--- config.mk ---
export PLATFORM = sky130hd
export DESIGN_NAME = pc_unit
export DESIGN_NICKNAME = d
export VERILOG_FILES = /design/src/rtl/pc_unit_pkg.sv /design/src/rtl/pc_target.sv /design/src/rtl/pc_unit.sv
export SDC_FILE = /design/constraint.sdc
export NUM_CORES = 1
export LEC_CHECK = 0
export CAP_MARGIN = 20
export CELL_PAD_IN_SITES_DETAIL_PLACEMENT = 1
export CELL_PAD_IN_SITES_GLOBAL_PLACEMENT = 1
export CORE_ASPECT_RATIO = 1.75
export CORE_MARGIN = 5
export CORE_UTILIZATION = 35
export DETAILED_ROUTE_END_ITERATION = 10
export HOLD_SLACK_MARGIN = 0.02
export PLACE_DENSITY_LB_ADDON = 0.1
export RECOVER_POWER = 50
export SYNTH_ARGS = -nofsm -noshare
export SYNTH_HDL_FRONTEND = slang
export SYNTH_SLANG_ARGS = --single-unit
--- constraint.sdc ---
create_clock -name clk -period 5.9 [get_ports clk]
set_input_delay 1.77 -clock clk [delete_from_list [all_inputs] [get_ports clk]]
set_output_delay 1.77 -clock clk [all_outputs]
set_load 0.02 [all_outputs]
--- src/rtl/pc_unit_pkg.sv ---
// Shared encodings for the fetch-side PC unit: NPC_* jump modes, CMP_* compare codes, FSM states.
// Optional misaligned-REG-target trap is enabled by PC_UNIT_ALIGN_CHECK_EN (see pc_unit.sv).
package pc_unit_pkg;

    localparam logic [3:0] NPC_PC4              = 4'd0;
    localparam logic [3:0] NPC_EQUAL            = 4'd1;
    localparam logic [3:0] NPC_NOT_EQUAL        = 4'd2;
    localparam logic [3:0] NPC_LARGER           = 4'd3;
    localparam logic [3:0] NPC_SMALLER          = 4'd4;
    localparam logic [3:0] NPC_LARGER_OR_EQUAL  = 4'd5;
    localparam logic [3:0] NPC_SMALLER_OR_EQUAL = 4'd6;
    localparam logic [3:0] NPC_REG              = 4'd7;
    localparam logic [3:0] NPC_J                = 4'd8;

    localparam logic [1:0] CMP_EQUAL   = 2'd0;
    localparam logic [1:0] CMP_LARGER  = 2'd1;
    localparam logic [1:0] CMP_SMALLER = 2'd2;

    typedef enum logic {
        PC_ST_RUN  = 1'b0,
        PC_ST_PEND = 1'b1
    } pc_state_e;

endpackage

--- src/rtl/pc_target.sv ---
// Combinational branch/jump decode: turns ID-stage jump fields into a taken flag and a target PC.
module pc_target
    import pc_unit_pkg::*;
#(
    parameter int WIDTH      = 32,
    parameter bit BASE_PLUS4 = 1'b1
) (
    input  logic [WIDTH-1:0] id_pc,
    input  logic [3:0]       jump_mode,
    input  logic [1:0]       cmp_result,
    input  logic [15:0]      num,
    input  logic [25:0]      jnum,
    input  logic [WIDTH-1:0] reg_,
    output logic             taken,
    output logic [WIDTH-1:0] target
);

    logic [WIDTH-1:0] base;
    logic [WIDTH-1:0] br_target;
    logic [WIDTH-1:0] j_target;

    // Delay-slot ISAs branch relative to the slot, not the branch itself.
    assign base      = BASE_PLUS4 ? id_pc + WIDTH'(4) : id_pc;
    assign br_target = base + {{(WIDTH-18){num[15]}}, num, 2'b00};
    assign j_target  = {base[WIDTH-1:28], jnum, 2'b00};

    always_comb begin
        taken  = 1'b0;
        target = br_target;
        case (jump_mode)
            NPC_EQUAL:            taken = (cmp_result == CMP_EQUAL);
            NPC_NOT_EQUAL:        taken = (cmp_result != CMP_EQUAL);
            NPC_LARGER:           taken = (cmp_result == CMP_LARGER);
            NPC_SMALLER:          taken = (cmp_result == CMP_SMALLER);
            NPC_LARGER_OR_EQUAL:  taken = (cmp_result == CMP_LARGER) || (cmp_result == CMP_EQUAL);
            NPC_SMALLER_OR_EQUAL: taken = (cmp_result == CMP_SMALLER) || (cmp_result == CMP_EQUAL);
            NPC_REG: begin
                taken  = 1'b1;
                target = reg_;
            end
            NPC_J: begin
                taken  = 1'b1;
                target = j_target;
            end
            default: taken = 1'b0;
        endcase
    end

endmodule

--- src/rtl/pc_unit.sv ---
// Fetch PC register with stall-aware redirect latching, exception entry and ERET return.
// Define PC_UNIT_ALIGN_CHECK_EN to trap misaligned register-jump targets to EXC_VECTOR.
//
//   state      | meaning
//   PC_ST_RUN  | normal fetch; pc advances or redirects when not stalled
//   PC_ST_PEND | taken redirect seen under stall; target held until stall drops
module pc_unit
    import pc_unit_pkg::*;
#(
    parameter int               WIDTH      = 32,
    parameter logic [WIDTH-1:0] RESET_PC   = WIDTH'(32'h0000_3000),
    parameter logic [WIDTH-1:0] EXC_VECTOR = WIDTH'(32'h0000_4180),
    parameter bit               BASE_PLUS4 = 1'b1
) (
    input  logic             clk,
    input  logic             reset,
    input  logic             stall,
    input  logic             id_valid,
    input  logic [WIDTH-1:0] id_pc,
    input  logic [3:0]       jump_mode,
    input  logic [1:0]       cmp_result,
    input  logic [15:0]      num,
    input  logic [25:0]      jnum,
    input  logic [WIDTH-1:0] reg_,
    input  logic             exc_req,
    input  logic             eret_req,
    input  logic [WIDTH-1:0] epc,
    output logic [WIDTH-1:0] pc,
    output logic             redirect,
    output logic             pending,
    output logic             addr_exc
);

    pc_state_e        state, state_nx;
    logic [WIDTH-1:0] pc_nx;
    logic             redirect_nx;
    logic [WIDTH-1:0] pend_target, pend_target_nx;
    logic             dec_taken;
    logic [WIDTH-1:0] dec_target;
    logic             take;

    pc_target #(.WIDTH(WIDTH), .BASE_PLUS4(BASE_PLUS4)) u_target (
        .id_pc      (id_pc),
        .jump_mode  (jump_mode),
        .cmp_result (cmp_result),
        .num        (num),
        .jnum       (jnum),
        .reg_       (reg_),
        .taken      (dec_taken),
        .target     (dec_target)
    );

    assign take    = id_valid && dec_taken;
    assign pending = (state == PC_ST_PEND);

`ifdef PC_UNIT_ALIGN_CHECK_EN
    logic misalign;
    logic pend_mis, pend_mis_nx;
    logic addr_exc_q, addr_exc_nx;

    assign misalign = (jump_mode == NPC_REG) && (reg_[1:0] != 2'b00);
    assign addr_exc = addr_exc_q;
`else
    assign addr_exc = 1'b0;
`endif

    always_comb begin
        state_nx       = state;
        pc_nx          = pc;
        redirect_nx    = 1'b0;
        pend_target_nx = pend_target;
`ifdef PC_UNIT_ALIGN_CHECK_EN
        pend_mis_nx    = pend_mis;
        addr_exc_nx    = 1'b0;
`endif
        if (exc_req) begin
            pc_nx       = EXC_VECTOR;
            redirect_nx = 1'b1;
            state_nx    = PC_ST_RUN;
        end else if (eret_req) begin
            pc_nx       = epc;
            redirect_nx = 1'b1;
            state_nx    = PC_ST_RUN;
        end else if (state == PC_ST_PEND) begin
            // ID is frozen while pending, so fresh decode results are ignored.
            if (!stall) begin
                pc_nx       = pend_target;
                redirect_nx = 1'b1;
                state_nx    = PC_ST_RUN;
`ifdef PC_UNIT_ALIGN_CHECK_EN
                if (pend_mis) begin
                    pc_nx       = EXC_VECTOR;
                    addr_exc_nx = 1'b1;
                end
`endif
            end
        end else if (take) begin
            if (stall) begin
                pend_target_nx = dec_target;
                state_nx       = PC_ST_PEND;
`ifdef PC_UNIT_ALIGN_CHECK_EN
                pend_mis_nx    = misalign;
`endif
            end else begin
                pc_nx       = dec_target;
                redirect_nx = 1'b1;
`ifdef PC_UNIT_ALIGN_CHECK_EN
                if (misalign) begin
                    pc_nx       = EXC_VECTOR;
                    addr_exc_nx = 1'b1;
                end
`endif
            end
        end else if (!stall) begin
            pc_nx = pc + WIDTH'(4);
        end
    end

    always_ff @(posedge clk) begin
        if (reset) begin
            state       <= PC_ST_RUN;
            pc          <= RESET_PC;
            redirect    <= 1'b0;
            pend_target <= '0;
`ifdef PC_UNIT_ALIGN_CHECK_EN
            pend_mis    <= 1'b0;
            addr_exc_q  <= 1'b0;
`endif
        end else begin
            state       <= state_nx;
            pc          <= pc_nx;
            redirect    <= redirect_nx;
            pend_target <= pend_target_nx;
`ifdef PC_UNIT_ALIGN_CHECK_EN
            pend_mis    <= pend_mis_nx;
            addr_exc_q  <= addr_exc_nx;
`endif
        end
    end

endmodule
==> results of run 1 <==
synth_stat cells (all sizes together), types with 7 or more instances:
master | count | area (µm²)
nand2 | 108 | 413
nor2 | 108 | 408
a21oi | 82 | 414
o21ai | 74 | 374
dfxtp | 66 | 1320
clkbuf | 46 | 253
xnor2 | 38 | 340
ha | 35 | 438
xor2 | 34 | 298
nand3 | 33 | 165
a211oi | 28 | 210
nor3 | 26 | 130
nand4 | 22 | 138
a22oi | 19 | 143
inv | 15 | 56.3
a21o | 13 | 100
and3 | 13 | 82.6
a22o | 11 | 96.3
buf | 11 | 81.3
o31ai | 11 | 82.6
a31oi | 10 | 62.6
o21a | 7 | 52.6
power by group:
| group | total [µW] | switching [µW] | internal [µW] |
|---|---|---|---|
| sequential | 481 | 19.3 | 461 |
| clock | 518 | 201 | 318 |
| combinational | 564 | 298 | 266 |
sequential cells by signal (all words and copies together) (netlist names), named ones only:
signal	cells
pend_target	32
pc	30
pending	1
redirect	1
layout make-up:
| class | instances | area share, % |
|---|---|---|
| well taps | 238 | 3.33 |
| flip-flops and latches | 66 | 14.8 |
| multi-input cells | 771 | 53.8 |
| clock inverters | 2 | 0.112 |
| repair buffers | 230 | 24.3 |
| inverters | 15 | 0.629 |
| clock buffers | 14 | 3.06 |
kinds of logic (layout without fill, tap and decap cells):
group                    after synthesis  count (layout)  synth area share (%)
XOR/XNOR                              72              72                  9.80
adder cells (fa/ha/maj)               36              36                  7.03
buffers and inverters                 72             261                  5.99
flip-flops                            66              66                  20.3
multiplexers                           5               5                 0.807
AO/OA/AOI/OAI                        315             315                  31.9
AND/OR/NAND/NOR                      342             342                  24.2
other                                  1               1                0.0576
final timing paths:
kind / to / slack, ps / cells past startpoint
min: pend_target[9] / 470 / 2
max: pc[31] / 380 / 17
max reg2reg: pend_target[29] / 3310 / 5
min reg2reg: pend_target[9] / 470 / 2
worst min-delay path, cell delays in order (launching register included):
cell and delay, ps:
dfxtp_1 320, nand2_1 60, a21oi_1 50
stage by stage:
stage	std cells	utilization, %	power [µW]	TNS (ps)
floorplan	909	-	805	0
global placement	1320	46.9	1050	0
detailed placement	1320	46.9	1060	-30.6
CTS	1336	48.5	1580	0
global route	1336	48.4	1640	0
finish	1336	48.4	1560	0
routing by layer:
metal  part of all wire (%)  GRT usage, %  routed length (µm)
met5                      0             0                   0
met2                     53          43.9               13500
met4                    2.0          6.71                 518
met3                    3.6          2.00                 904
met1                     41          27.1               10400
==> results_dict.tcl, run 1 <==
set metrics [dict create \
    multi_input_area_mm2 0.00481 \
    place_area_mm2 0.00868 \
    avgSynthCellArea_um2 7.17 \
    hpwl_um 20100 \
    rsz0062_at_grt "no" \
    ys.flop_type "dfxtp_1" \
    critical_path_required_ps 6140 \
    fin_nets 1279 \
    wl_um 25300 \
    crit_family "simple AND/OR/NAND/NOR gates" \
    grt.total_usage_pct 23.1 \
    htreeDepth 3 \
    grt-ovfl-total 0 \
    finalWorstSetupSlack_ps 378 \
    cts.root.buffer_cell "clkbuf_16" \
    seq_area_frac_synth_pct 20.3 \
    grt_pass1_wl_um 40100 \
    hold_ws_ps 475 \
    place_congestion 0.924 \
    critPathBufInv 1 \
    cp.arrival_ps 5770 \
    via_per_inst 5.61 \
    p_leak_uw 0.00344 \
    setup_violations 0 \
    cp-start-kind "primary input" \
    drive_gt1_share_pct 7.47 \
    fill_cells 2362 \
    crit_chain "clkdlybuf4s50_1 > ha_1 > nand2_1 > nor3_1 > nand2b_1 > nor2_1 > nand4_1 > xnor2_1 > ha_1 > nand4_1 > or4_1 > a21oi_2 > nor2_2 > or4_1 > a31oi_1 > nor2_1 > o41ai_2" \
    start_util_pct 35.2 \
    synth_seq_cells 66 \
    final_common_cell "clkdlybuf4s50_1" \
    die-area_mm2 0.0215 \
    max_freq_ghz 0.181 \
    die_y_um 190 \
    critPathLaunch "id_pc[2]" \
    cts_tree "done" \
    via_count 7497 \
    skew_ps 6.25 \
    antennaDiodeCount 0 \
    period_needed_ps 5520 \
    grt_start_max_net_pins 59 \
    syn_area_mm2 0.00651 \
    violations "max-capacitance violations, max-slew violations" \
    ctsResizeCount 0 \
    antenna_found_initial 0 \
    cpPeakStageDelay_ps 510 \
    ys_types 80 \
    cts_made_buffers 9 \
    regArea_mm2 0.00132 \
    drt_iter0_markers 292 \
    insertion_delay_ps 340 \
    synth_edf_count 0 \
    grt_pass1_vias 7738 \
    dp_slack_ps -30.6 \
    clock_path_buffers 2 \
    async_flop_share_pct 0 \
    core_area_mm2 0.0185 \
    p_per_area_mw_per_mm2 175 \
    worstMarginPinSlew_ps 1530 \
    hold_violations 0 \
    first_pass_iters 4 \
    end_kind "flop" \
    hold_start "pend_target[9]" \
    synthToLayoutAreaGrowth_pct 37.3 \
    syn-num-nets 1095 \
    ir_drop_v 0.000126 \
    clk_pin_slew_ps 50 \
    port_buffers 183 \
    crit_fanout 3 \
    fin_area_mm2 0.00894 \
    outcome "complete, but fails checks" \
    most-common-layout-cells "clkdlybuf4s50_1, nand2_1, nor2_1" \
    post-cts-setup-buffers 0 \
    slowest_stage "or4_1" \
    ioPinCount 185 \
    synth_cells 909 \
    postCtsHoldBufs 0 \
    rr_startpoint "pending" \
    avgRoutedWirePerCell_um 18.9 \
    drc 0 \
    fp-row-count 66 \
    relSlewSlack_pct -2.06 \
    die_w_um 113 \
    critical_path_class "in2reg" \
    hold_class "reg2reg" \
    cts_sinks 66 \
    ant_nets 0 \
    maxCapViolations 1 \
    drv_slew 35 \
    timing.final.crit_share_pct 93.6 \
    ys_warn_count 0 \
]
Power figures use the tool's default switching activity.
==> run 2: changes to the inputs <==
--- a/config.mk
+++ b/config.mk
@@ -11,10 +11,12 @@
 export CORE_ASPECT_RATIO = 1.75
 export CORE_MARGIN = 5
 export CORE_UTILIZATION = 35
+export CTS_CLUSTER_DIAMETER = 150
 export DETAILED_ROUTE_END_ITERATION = 10
 export HOLD_SLACK_MARGIN = 0.02
 export PLACE_DENSITY_LB_ADDON = 0.1
 export RECOVER_POWER = 50
+export SLEW_MARGIN = 10
 export SYNTH_ARGS = -nofsm -noshare
 export SYNTH_HDL_FRONTEND = slang
 export SYNTH_SLANG_ARGS = --single-unit
==> results of run 2 <==
Same layout as run 1: the final DEF is identical, and so are final timing and power.
==> run 3: changes to the inputs <==
--- a/config.mk
+++ b/config.mk
@@ -5,7 +5,7 @@
 export SDC_FILE = /design/constraint.sdc
 export NUM_CORES = 1
 export LEC_CHECK = 0
-export CAP_MARGIN = 20
+export CAP_MARGIN = 40
 export CELL_PAD_IN_SITES_DETAIL_PLACEMENT = 1
 export CELL_PAD_IN_SITES_GLOBAL_PLACEMENT = 1
 export CORE_ASPECT_RATIO = 1.75
==> results of run 3 <==
Same layout as run 1: the final DEF is identical, and so are final timing and power.
